## src/rtl/regfile_wb_arbiter.sv

```systemverilog
// Write-back arbiter for the single register-file write port (ALU, MEM, MD round-robin)
// plus a per-register pending-write scoreboard used by issue for RAW hazard checks.
module regfile_wb_arbiter #(
  parameter int DATA_W = 32,
  parameter int ADDR_W = 5
) (
  input  logic              clk,
  input  logic              rst,
  input  logic              alu_valid,
  input  logic [ADDR_W-1:0] alu_addr,
  input  logic [DATA_W-1:0] alu_data,
  output logic              alu_ready,
  input  logic              mem_valid,
  input  logic [ADDR_W-1:0] mem_addr,
  input  logic [DATA_W-1:0] mem_data,
  output logic              mem_ready,
  input  logic              md_valid,
  input  logic [ADDR_W-1:0] md_addr,
  input  logic [DATA_W-1:0] md_data,
  output logic              md_ready,
  output logic              RegWrite,
  output logic [ADDR_W-1:0] WriteRegister,
  output logic [DATA_W-1:0] WriteData,
  input  logic              iss_valid,
  input  logic [ADDR_W-1:0] iss_addr,
  input  logic [ADDR_W-1:0] rs_addr,
  input  logic [ADDR_W-1:0] rt_addr,
  output logic              rs_busy,
  output logic              rt_busy,
  output logic [15:0]       stall_cnt
);

  localparam int NREG = 1 << ADDR_W;

  typedef enum logic [1:0] {
    RR_ALU = 2'd0,
    RR_MEM = 2'd1,
    RR_MD  = 2'd2
  } rr_e;

  rr_e               r_rr;
  rr_e               w_rr_nxt;
  logic [2:0]        w_valid;
  logic [2:0]        w_grant;
  logic [ADDR_W-1:0] w_gaddr;
  logic [DATA_W-1:0] w_gdata;
  logic              w_stall;
  logic [NREG-1:0]   r_busy;
  logic [NREG-1:0]   w_busy_nxt;
  logic              r_regwrite;
  logic [ADDR_W-1:0] r_waddr;
  logic [DATA_W-1:0] r_wdata;
  logic [15:0]       r_stall;

  // Round-robin grant: search starts at r_rr; grants depend only on valids and r_rr.
  always_comb begin
    w_valid  = {md_valid, mem_valid, alu_valid};
    w_grant  = 3'b000;
    w_rr_nxt = r_rr;
    if (rst) begin
      w_grant = 3'b000;
    end else begin
      case (r_rr)
        RR_MEM: begin
          if (w_valid[1])      w_grant = 3'b010;
          else if (w_valid[2]) w_grant = 3'b100;
          else if (w_valid[0]) w_grant = 3'b001;
          else                 w_grant = 3'b000;
        end
        RR_MD: begin
          if (w_valid[2])      w_grant = 3'b100;
          else if (w_valid[0]) w_grant = 3'b001;
          else if (w_valid[1]) w_grant = 3'b010;
          else                 w_grant = 3'b000;
        end
        default: begin
          if (w_valid[0])      w_grant = 3'b001;
          else if (w_valid[1]) w_grant = 3'b010;
          else if (w_valid[2]) w_grant = 3'b100;
          else                 w_grant = 3'b000;
        end
      endcase
    end
    case (w_grant)
      3'b001:  w_rr_nxt = RR_MEM;
      3'b010:  w_rr_nxt = RR_MD;
      3'b100:  w_rr_nxt = RR_ALU;
      default: w_rr_nxt = r_rr;
    endcase
  end

  // Granted payload mux and stall detection (two or more valids always leaves one waiting).
  always_comb begin
    w_gaddr = alu_addr;
    w_gdata = alu_data;
    case (w_grant)
      3'b010: begin
        w_gaddr = mem_addr;
        w_gdata = mem_data;
      end
      3'b100: begin
        w_gaddr = md_addr;
        w_gdata = md_data;
      end
      default: begin
        w_gaddr = alu_addr;
        w_gdata = alu_data;
      end
    endcase
    w_stall = (alu_valid & mem_valid) | (alu_valid & md_valid) | (mem_valid & md_valid);
  end

  // Scoreboard next state: clear on the registered write, then set on issue (set wins).
  always_comb begin
    w_busy_nxt = r_busy;
    if (r_regwrite) begin
      w_busy_nxt[r_waddr] = 1'b0;
    end else begin
      w_busy_nxt[r_waddr] = r_busy[r_waddr];
    end
    if (iss_valid && (iss_addr != {ADDR_W{1'b0}})) begin
      w_busy_nxt[iss_addr] = 1'b1;
    end else begin
      w_busy_nxt[iss_addr] = w_busy_nxt[iss_addr];
    end
    w_busy_nxt[0] = 1'b0;
  end

  // State and registered write-port outputs; grants to $zero are consumed silently.
  always_ff @(posedge clk or posedge rst) begin
    if (rst) begin
      r_rr       <= RR_ALU;
      r_busy     <= {NREG{1'b0}};
      r_regwrite <= 1'b0;
      r_waddr    <= {ADDR_W{1'b0}};
      r_wdata    <= {DATA_W{1'b0}};
      r_stall    <= 16'd0;
    end else begin
      r_rr   <= w_rr_nxt;
      r_busy <= w_busy_nxt;
      if ((w_grant != 3'b000) && (w_gaddr != {ADDR_W{1'b0}})) begin
        r_regwrite <= 1'b1;
        r_waddr    <= w_gaddr;
        r_wdata    <= w_gdata;
      end else begin
        r_regwrite <= 1'b0;
      end
      if (w_stall && (r_stall != 16'hFFFF)) begin
        r_stall <= r_stall + 16'd1;
      end else begin
        r_stall <= r_stall;
      end
    end
  end

  assign alu_ready     = w_grant[0];
  assign mem_ready     = w_grant[1];
  assign md_ready      = w_grant[2];
  assign RegWrite      = r_regwrite;
  assign WriteRegister = r_waddr;
  assign WriteData     = r_wdata;
  assign rs_busy       = r_busy[rs_addr];
  assign rt_busy       = r_busy[rt_addr];
  assign stall_cnt     = r_stall;

endmodule

```

## config.mk

```make
export PLATFORM = sky130hd
export DESIGN_NAME = regfile_wb_arbiter
export DESIGN_NICKNAME = d
export VERILOG_FILES = /design/src/rtl/regfile_wb_arbiter.sv
export SDC_FILE = /design/constraint.sdc
export NUM_CORES = 1
export LEC_CHECK = 0
export CAP_MARGIN = 20
export CORE_ASPECT_RATIO = 1.5
export CORE_MARGIN = 2
export CORE_UTILIZATION = 48
export DETAILED_ROUTE_END_ITERATION = 8
export PLACE_DENSITY_LB_ADDON = 0.08
export SYNTH_ARGS = -nofsm -noshare
export SYNTH_HDL_FRONTEND = slang
export SYNTH_SLANG_ARGS = --single-unit
export TNS_END_PERCENT = 30
```

## constraint.sdc

```tcl
create_clock -name clk -period 4.53 [get_ports clk]
set_input_delay 0.906 -clock clk [delete_from_list [all_inputs] [get_ports clk]]
set_output_delay 0.906 -clock clk [all_outputs]
set_load 0.05 [all_outputs]
```

Word-level counts from Yosys, hierarchy flattened
Cells that the tools add are included.
- register bits: 87
- latch bits: 0
- RAM bits: 0
- bits in read-only memories: 0
- bits of input ports: 132
- output and inout bits: 59
- logic and storage cells: 67
- memories kept: 0
- add/sub/neg operators: 1
- $mul: 0
- div/mod/pow operators: 0
- $lt $le $gt $ge: 6
- eq/ne operators: 6
- shift operators: 0
- muxes and demuxes: 31
- bitwise logic cells: 8
- reduce and logical (&&, ||, !) cells: 9
- operators by type and width (operator ; count):
    $bwmux 32 ; 2
    $mux 32 ; 2
    $pmux 32 s2 ; 1
    $and 32x32->32 ; 1
    $not 32->32 ; 1
    $or 32x32->32 ; 1
    $lt 5x6->1 const B ; 4
    $mux 3 ; 7
    $bmux 1 s5 ; 4
    $add 16x1->16 const B ; 1
    $ne 16x16->1 const B ; 1
    $demux 1 s5 ; 2
    $ge 5x1->1 const B ; 2
    $pmux 5 s2 ; 1
    $reduce_bool 5->1 ; 2
    $mux 1 ; 8
    $pmux 2 s3 ; 1
    $pmux 3 s2 ; 1
    $reduce_bool 3->1 ; 2
    $logic_and 1x1->1 ; 5
    $mux 2 ; 2
    $and 1x1->1 ; 3
    $eq 3x1->1 const B ; 1
    $eq 3x2->1 const B ; 1
    other kinds (4) ; 5

Depth between registers and ports, before layout
Gate-level depths: netlist of the first run.
- depth in word-level cells: 11
- gate-level depth with buffers: 13
- depth with buffers taken out: 10

Worst setup path after synthesis of the first run
Ideal clock, no wire load.
- kind: in2reg
- from: in rst
- to: reg r_wdata[10] (netlist: WriteData[10])
- setup time: 0.128 ns
- arrival time: 5.285 ns
- data required time: 4.402 ns
- slack: -0.882 ns
- stages on the path: 11
- path buffers: 3
- path through: inv_1 -> nand2_1 -> a21oi_2 -> and3_1 -> buf_2 -> a22o_1 -> a211oi_1 -> a41oi_1 -> buf_2 -> buf_2 -> mux2_1
- word-level cells in the longest chain between the ends: 5
- elaborated cells between the ends (all ways): 8
- those cells by class: eq/ne: 2; mux: 3; reduce/logical: 3
- RTL lines (element ; RTL line ; text):
    from (decl) ; 8 ; input logic rst,
    $mux 3 * ; 60 ; if (rst) begin
    net mem_ready ; 16 ; output logic mem_ready,
    $eq 3x3->1 or $eq 3x2->1 (tied branches) ; 96 ; case (w_grant)
    $pmux 5 s2 ; 96 ;
    $reduce_bool 5->1 ; 141 ; if ((w_grant != 3'b000) && (w_gaddr != {ADDR_W{1'b0}})) begin
    $logic_and 1x1->1 ; 141 ;
    to (signal assigned) ; 136 ; r_wdata <= {DATA_W{1'b0}};
    to (signal assigned) ; 144 ; r_wdata <= w_gdata;
    to (decl) ; 52 ; logic [DATA_W-1:0] r_wdata;
The timed path passes the listed nets; every way through them passes the cells marked *.
A chain may end at the register's enable or synchronous reset.

Final worst setup path of the first run
- from: in rs_addr[0]
- to: out rs_busy
- word-level cells in the longest chain between the ends: 2
- RTL lines (element ; RTL line ; text):
    from (decl) ; 26 ; input logic [ADDR_W-1:0] rs_addr,
    $bmux 1 s5 ; 162 ; assign rs_busy = r_busy[rs_addr];
    $mux 1 (not written as such) ; 162 ;
    to (decl) ; 28 ; output logic rs_busy,
No other way between the ends. The select of a mux whose other input is x is not followed.

==> results by group, run 1 <==
Outcome
  • Status: finished, final reports clean

Yosys
  • Post-synth ARST share: 100.0%
  • Synth area leaders: dfrtp_1 (35%), nand2_1 (7.0%), mux4_2 (6.8%)
  • Mux share of post-synthesis cell area: 17.10%
  • Mean Syn Cell Area: between 8 and 9 sq um
  • Flip-flop and latch count after synthesis: 87
  • Synth area leader: dfrtp_1
  • Register area share after synthesis: 34.85%
  • Simple-gate share of the synthesized area: 18.55%
  • Share of the synthesized area in the top cell type: around a third
  • Synth Area in Compound Gates: 21.83%
  • Yosys warns: 0
  • Post-Synthesis Cell Area: 0.006247 sq mm
  • Count leader, synth: nand2_1
  • Synth Instances: 699
  • Main combinational cell family by area after synthesis: compound AO/OA/AOI/OAI gates
  • Synth cell types: between 60 and 70
  • Adder-cell share of the synthesized area: less than 1%
  • Synth cell count leaders: nand2_1 (117), dfrtp_1 (87), nor2_1 (52)
  • Synth Area in XOR/XNOR: 2.383%
  • Post-synth net total: between 800 and 900
  • Predominant post-synthesis flop cell: dfrtp_1
  • Post-synth EDFFs: 0

Placement
  • Dpl cells: between 1000 and 1500
  • Input/output buffers: 190
  • Final HPWL DP: 17810 microns
  • Routability-driven placement congestion ratio: between 1 and 1.5

Min path
  • Worst Hold End: WriteData[3]$_DFFE_PP0P_
  • Hold depth: 1
  • Hold Startpoint: WriteData[3]$_DFFE_PP0P_
  • Hold WC Path Type: register to register

Layout
  • Share of layout cells above drive strength 1: 12.26%
  • Area growth from synthesis to layout: 38.43%
  • Final #Nets: around 1000
  • Antenna cells: 0
  • Final std cells w/o fill: ~1000

Floorplanning
  • Initial Util: 48.71%
  • Die ar.: 0.01396 sq mm
  • Chip width: 97.15 microns
  • Core Area: 0.01283 sq mm
  • # IOs: 191
  • Die Span Y: 143.7 microns
  • # rows: 51

Worst setup path
  • Worst Reg-to-Reg Cells: 9
  • R2R Path End: r_busy[6]$_DFF_PP0_
  • Worst setup path category: input port to primary output
  • Worst R2R Setup Slack: a little under 0.9 ns
  • CP Launch Type: input port
  • Data required, critical path: 3.62 ns
  • Reg2reg start: WriteRegister[3]$_DFFE_PP0P_
  • Crit path capture type: primary output
  • Max FO, Critical Path: 9
  • Worst path arrival time: 3.23 ns

CTS
  • H-tree depth: 3
  • CTS Buf Count: 9
  • Post-CTS setup buffers: 0
  • CTS tree: built
  • CTS Buffer Depth: 2
  • Clk pin slew, worst setup/hold paths: approximately 0.060 ns
  • Clk root buf: clkbuf_16
  • CTS resizes: 0
  • Hold_buf cts: 0
  • Clock Sink Count: 87
  • Clk_lat worst skew: 0.35 ns

Timing
  • Final hold viol count: 0
  • Finish-stage setup viols: 0
  • Max Clock Skew: between 0.009 and 0.01 ns
  • Min Clock Period, post-route: 4.139 ns
  • Setup TNS: 0 ns
  • Rel. slew slack: 41.13%
  • Hold WS: 0.4843 ns
  • Unrepaired setup endpoints after global routing: no
  • Final period util: between 90% and 100%
  • Pins Over Slew Limit: 0
  • Max Fclk: about 240 MHz
  • Worst-Margin Slew: 0.8831 ns

Global route
  • Gr usage total: 32.68%
  • Antenna violations before repair: 0
  • Vias in the first global route: 6646
  • First-pass GRT wire length: about 36000 microns
  • GR Overflow Total: 0
  • Largest net degree at the start of global routing: 69

Power and ir drop
  • Leak Pwr: 3.445 nW
  • VDD IR max: 0.0003955 V
  • Power per Cell Area: 707.0 mW/mm^2
  • Total Power: 6.114 mW

Detailed routing
  • Vias post-DR: 6624
  • Final Routed Wirelength: between 20000 and 25000 microns
  • Avg Vias per Cell: 6.419
  • Drt wl/cell: 22.55 microns
  • Pre-Repair DR Iteration Count: 5
  • 1st-iter DRT viols: 389
  • Antenna-violating nets left: 0
  • Remaining DRCs: 0

Run
  • Max cap viols: 0
## metrics by stage
stage	cell area (sq um)	setup slack, ns	utilization, %
floorplan	6251	0.03771	-
global placement	8319	0.4197	64.86
detailed placement	8319	0.3763	64.86
CTS	8648	0.3683	67.43
global route	8648	0.2914	67.43
finish	8648	0.3909	67.43
## worst max path at each step
stage	startpoint	endpoint	cells after the start
global route	rs_addr[0]	rs_busy	5
CTS	rs_addr[0]	rs_busy	5
detailed placement	rs_addr[0]	rs_busy	5
finish	rs_addr[0]	rs_busy	5
global placement	rs_addr[0]	rs_busy	5
floorplan	rst	WriteData[10]$_DFFE_PP0P_	11
## worst max-delay path, stage by stage
cell and delay (ns):
clkdlybuf4s50_1 0.79, mux4_2 0.57, mux4_2 0.50, mux2_2 0.27, buf_4 0.19
## power by group
group / internal [mW] / switching (mW)
Combinational: 1.43 / 2.18
Sequential: 1.13 / 0.525
Clock: 0.513 / 0.325
## final cells by class
class	instances	area, sq um
Clock buffer	11	252.7
Clock inverter	4	76.32
Fill cell	1001	4178
Inverter	11	45.04
Multi-Input combinational cell	545	3814
Sequential cell	87	2177
Tap cell	159	198.9
Timing Repair Buffer	215	2085
## placed cells by master (no fill, tap or decap), types with 14 or more instances in the layout
cell type and instances:
mux2_1 15, a22oi_1 32, a21oi_1 29, nand3_1 22, mux2_2 25, mux2i_1 19, clkdlybuf4s50_1 188, nor2_1 51
mux4_2 19, o21ai_0 33, xnor2_1 14, nand2_1 117, buf_4 27, dfrtp_1 87
## cells by family after synthesis
group | Yosys count
buf+inv | 67
fa+ha+maj | 4
compound gates | 189
simple gates | 257
xor+xnor | 17
flops | 87
mux | 78
## sequential cells by signal, indices dropped and copies added (netlist names)
register and flops:
r_rr 2, WriteData 32, r_busy 31, RegWrite 1
stall_cnt 16, WriteRegister 5
## routing by layer
metal | vias to the layer above | track usage [%] | part of all wire (%)
met5 | - | 0 | 0
met4 | 0 | 19.50 | 5.5
met3 | 89 | 7.004 | 8.6
met2 | 470 | 59.58 | 52
met1 | 3126 | 34.50 | 34
li1 | 2939 | - | -
Power figures use the tool's default switching activity.
==> inputs of run 2 (changes only) <==
Settings changed: CORE_MARGIN 2 to 4.
==> results by group, run 2 (same netlist as run 1, synthesis figures left out) <==
Timing
  • Final period util: 91.32% (was 91.37%)
  • Max Clock Skew: 0.01072 ns (was 0.009368 ns)
  • Pins Over Slew Limit: 0 (unchanged)
  • Setup TNS: 0 ns (unchanged)
  • Min Clock Period, post-route: 4.137 ns (was 4.139 ns)
  • Finish-stage setup viols: 0 (unchanged)
  • Max Fclk: 241.7 MHz (was 241.6 MHz)
  • Unrepaired setup endpoints after global routing: no (unchanged)
  • Worst-Margin Slew: 0.8196 ns (was 0.8831 ns)
  • Final hold viol count: 0 (unchanged)
  • Rel. slew slack: 45.16% (was 41.13%)

Detailed routing
  • Antenna-violating nets left: 0 (unchanged)
  • Drt wl/cell: 23.20 microns (was 22.55 microns)
  • 1st-iter DRT viols: 386 (was 389)
  • Remaining DRCs: 0 (unchanged)
  • Pre-Repair DR Iteration Count: 5 (unchanged)
  • Vias post-DR: 6510 (was 6624)
  • Final Routed Wirelength: 23870 microns (was 23270 microns)
  • Avg Vias per Cell: 6.327 (was 6.419)

Placement
  • Input/output buffers: 190 (unchanged)
  • Cell Area, Placed: 0.008320 sq mm (was 0.008319 sq mm)
  • Final HPWL DP: 18440 microns (was 17810 microns)
  • Routability-driven placement congestion ratio: 1.101 (was 1.037)
  • Dpl cells: 1013 (was 1017)

Worst setup path
  • Most frequent CP cell: mux4_2 (unchanged)
  • Worst R2R Setup Slack: 0.75 ns (was 0.87 ns)
  • CP max stage cell: clkdlybuf4s50_1 (unchanged)
  • CP startpoint: rs_addr[0] (unchanged)
  • Crit path capture type: primary output (unchanged)
  • Max FO, Critical Path: 9 (unchanged)
  • R2R Path End: WriteData[22]$_DFFE_PP0P_ (was r_busy[6]$_DFF_PP0_)
  • Worst Setup EP: rs_busy (unchanged)
  • Data required, critical path: 3.62 ns (about the same)
  • Reg2reg start: r_rr[0]$_DFFE_PP0P_ (was WriteRegister[3]$_DFFE_PP0P_)
  • CP Launch Type: input port (unchanged)
  • Slowest Stage Delay on Critical Path: 0.81 ns (was 0.79 ns)
  • Crit path cell chain: clkdlybuf4s50_1 > mux4_2 > mux4_2 > mux2_2 > buf_4 (unchanged)
  • Worst path arrival time: 3.23 ns (about the same)
  • Worst setup path category: input port to primary output (unchanged)
  • Worst Reg-to-Reg Cells: 12 (was 9)

Floorplanning
  • Core Area: 0.01264 sq mm (was 0.01283 sq mm)
  • # rows: 50 (was 51)
  • Die ar.: 0.01494 sq mm (was 0.01396 sq mm)
  • Initial Util: 49.44% (was 48.71%)
  • Die Span Y: 147.7 microns (was 143.7 microns)
  • # IOs: 191 (unchanged)
  • Chip width: 101.2 microns (was 97.15 microns)

Layout
  • Antenna cells: 0 (unchanged)
  • Final #Nets: 1003 (was 1004)
  • Max reg flops: 32 (unchanged)
  • Area growth from synthesis to layout: 38.09% (was 38.43%)
  • Final std cells w/o fill: 1029 (was 1032)
  • FILL cells: 1046 (was 1001)
  • Most common cell after layout, fill and taps aside: clkdlybuf4s50_1 (unchanged)
  • Most frequent cells in the layout: clkdlybuf4s50_1 (188), nand2_1 (117), dfrtp_1 (87) (unchanged)
  • Layout Utilization: 68.27% (was 67.43%)
  • Share of layout cells above drive strength 1: 12.26% (unchanged)
  • Design area: 0.008627 sq mm (was 0.008648 sq mm)

CTS
  • CTS Buf Count: 9 (unchanged)
  • Clk_lat worst skew: 0.35 ns (about the same)
  • H-tree depth: 3 (unchanged)
  • Post-CTS setup buffers: 0 (unchanged)
  • Clk root buf: clkbuf_16 (unchanged)
  • CTS Buffer Depth: 2 (unchanged)
  • Clock Sink Count: 87 (unchanged)
  • Hold_buf cts: 0 (unchanged)
  • Clk pin slew, worst setup/hold paths: 0.07 ns (was 0.06 ns)
  • CTS tree: built (unchanged)
  • CTS resizes: 0 (unchanged)

Global route
  • Antenna violations before repair: 0 (unchanged)
  • GRT met2 Usage: 54.06% (was 59.58%)
  • Gr usage total: 31.71% (was 32.68%)
  • First-pass GRT wire length: 36390 microns (was 35510 microns)
  • GR peak layer: met2 (unchanged)
  • Largest net degree at the start of global routing: 63 (was 69)
  • Met1 usage: 33.52% (was 34.50%)
  • Met3 GRT Util: 8.168% (was 7.004%)
  • Vias in the first global route: 6882 (was 6646)
  • GR Overflow Total: 0 (unchanged)

Power and ir drop
  • VDD IR max: 0.0003615 V (was 0.0003955 V)
  • Power per Cell Area: 701.7 mW/mm^2 (was 707.0 mW/mm^2)
  • Leak Pwr: 3.430 nW (was 3.445 nW)

Outcome
  • Status: finished, final reports clean (unchanged)

Min path
  • Hold WC Path Type: register to register (unchanged)

Run
  • Max cap viols: 0 (unchanged)
-- run 2: cell count changes in the layout (fill, tap and decap cells not counted) --
cell / previous run / this run
clkinv_4: 0 / 1
buf_4: 27 / 25
bufinv_16: 2 / 1
clkinv_2: 0 / 1
clkbuf_8: 2 / 1
buf_12: 0 / 1
clkinvlp_4: 2 / 3
-- run 2: critical path: cells and delay by family --
family | cells | cell delay (ns)
muxes | 3 | 1.32
buffers and inverters | 2 | 1.00
-- run 2: worst min-delay path by stage --
stage,from,endpoint,slack (ns),cells past startpoint
floorplan,r_rr[1]$_DFFE_PP0P_,r_rr[1]$_DFFE_PP0P_,0.52,2
global placement,WriteData[10]$_DFFE_PP0P_,WriteData[10]$_DFFE_PP0P_,0.47,1
detailed placement,WriteData[8]$_DFFE_PP0P_,WriteData[8]$_DFFE_PP0P_,0.48,1
CTS,WriteData[8]$_DFFE_PP0P_,WriteData[8]$_DFFE_PP0P_,0.49,1
global route,WriteData[10]$_DFFE_PP0P_,WriteData[10]$_DFFE_PP0P_,0.52,1
finish,WriteData[8]$_DFFE_PP0P_,WriteData[8]$_DFFE_PP0P_,0.49,1
-- run 2: per-layer routing --
layer | share of wire [%] | vias to the layer above
met1 | 34 | 3115
met4 | 7.2 | 0
met3 | 8.8 | 98
met2 | 50 | 374
li1 | - | 2923
met5 | 0 | -
-- run 2: report_power, final --
group          internal (mW)  leakage [nW]  switching [mW]  total, mW
combinational           1.44          2.24            2.21       3.65
sequential              1.13          1.05           0.500       1.63
clock                  0.445         0.145           0.326      0.771
total                   3.02          3.43            3.03       6.05
-- run 2: final cells by class --
cell class                 count  area, sq um  area share (%)
multi-input combinational    545         3814           44.21
clock inverter                 6        67.56          0.7832
sequential                    87         2177           25.24
inverter                      11        45.04          0.5221
tap                          156        195.2           2.263
timing repair buffer         214         2090           24.22
clock buffer                  10        239.0           2.770
-- run 2: through the flow --
stage	power, mW	hold slack, ns	setup slack, ns
floorplan	3.933	0.5211	0.03771
global placement	5.161	0.4664	0.3409
detailed placement	5.227	0.4781	0.2003
CTS	6.018	0.4897	0.3775
global route	6.346	0.5155	0.2259
finish	6.053	0.4868	0.3934
==> edit (config.mk and constraints of run 1) <==
Reset style: synchronous (`rst`), changed in one clocked block.
--- a/src/rtl/regfile_wb_arbiter.sv
+++ b/src/rtl/regfile_wb_arbiter.sv
@@ -127,7 +127,7 @@
   end
 
   // State and registered write-port outputs; grants to $zero are consumed silently.
-  always_ff @(posedge clk or posedge rst) begin
+  always_ff @(posedge clk) begin
     if (rst) begin
       r_rr       <= RR_ALU;
       r_busy     <= {NREG{1'b0}};
Formal check against the unedited RTL: differs if rst is asserted again (counterexample within 4 cycles, from zero or initial values and one cycle with rst high); with rst held inactive, the same outputs for 4 cycles.
==> edit against run 1 <==
- fmax barely moved
- worst setup slack worse by 3.4 ps
- die area decreased by 4.0%
- wire length rose by 2.6%
- synthesized area is 4.2% lower
- cell area fell by 4.4%
- sequential cell count did not move
- utilization is 0.33 points lower
- critical path type unchanged
- critical endpoint unchanged
Power is not compared: it rests on default switching activity, and its combinational part moved more than twofold at a synthesized area within 25%.
==> edit: results <==
run_status:
  outcome: "completed"
grt:
  grt_first_pass_wirelength_um: 37400
  first_global_vias: 7204
  grt_max_degree: 62
setup_path:
  cp.arrival_ps: 3240
  r2r_cells: 10
  r2r_end: "r_busy[16]"
  rrSetupSlack_ps: 1050
  reg2reg_from: "WriteRegister[1]"
yosys:
  synth.area.top_cells: "dfxtp_1, mux4_2, a222oi_1, a211oi_1, nor2_1"
  synth_seq_area_share: 0.291
  ys_types: 67
  synth_common_cells: "dfxtp_1, nor2_1, clkbuf_1, nand2_1, o21ai_0"
  ys.flop_type: "dfxtp_1"
  synth_nets: 849
  synth-async-reset-ratio: 0
final_layout:
  drive_gt1_frac: 0.114
  n_fill_cell: 1028
  fin_cells: 1031
placement:
  gp_congestion: 0.978
  place_ws_ps: 382
  placed_area_um2: 7980
hold_path:
  hp-start: "r_rr[0]"
  whs_path_depth: 2
power_and_ir_drop:
  leakagePower_nw: 2.75
route:
  drt-total-wl_um: 23900
  drt_iter0_drc: 701
  via_per_inst: 6.78
sta:
  fin_crit_sh: 0.914
  whs_ps: 495
  skew_ps: 7.47
  tightest_slew_ps: 1100
==> edit: changes by cell type in the layout (fill, tap and decap cells not counted), sizes merged, moves of 9 or more <==
cell / delta
dfrtp: -87
dfxtp: +87
nand2: -67
a211oi: +46
a222oi: +35
mux2: -33
a22oi: -28
nor2: +28
a311oi: +12
a41oi: -12
mux2i: -9
o31ai: -9
==> edit: logic make-up (layout without fill, tap and decap cells) <==
kind of cell | after synthesis | count (layout) | share of synthesized area
and+or+nand+nor | 247 | 247 | 0.207
AOI/OAI and AO/OA | 240 | 240 | 0.305
DFF | 87 | 87 | 0.291
buffers and inverters | 83 | 244 | 0.0560
muxes | 39 | 39 | 0.113
xor gates and xnor gates | 14 | 14 | 0.0205
adders and majority gates | 4 | 4 | 0.00794
==> edit: power breakdown <==
group	total (mW)	leakage, nW	internal (mW)	switching (mW)
registers	0.919	0.711	0.832	0.0873
logic	0.982	1.90	0.390	0.592
clock network	0.726	0.139	0.389	0.337
total	2.63	2.75	1.61	1.02
==> edit: cell type report <==
cell class / instances / area, um^2 / share of cell area
repair buffers: 214 / 2070 / 0.250
multi-input cells: 544 / 3930 / 0.475
inverters: 14 / 52.6 / 0.00635
clock inverters: 6 / 43.8 / 0.00530
clock buffers: 10 / 239 / 0.0289
well taps: 156 / 195 / 0.0236
flip-flops and latches: 87 / 1740 / 0.211
==> edit: metal layers <==
metal,part of all wire,routed length (um),GRT usage,vias up
li1,-,-,-,3102
met1,0.35,8310,0.393,3291
met2,0.49,11700,0.604,459
met3,0.086,2050,0.0919,139
met4,0.074,1770,0.240,0
met5,0,0,0,-
==> edit: critical path: stages <==
cell,delay [ps]
clkdlybuf4s50_1,800
mux4_2,590
mux4_2,470
mux2_2,280
buf_4,190
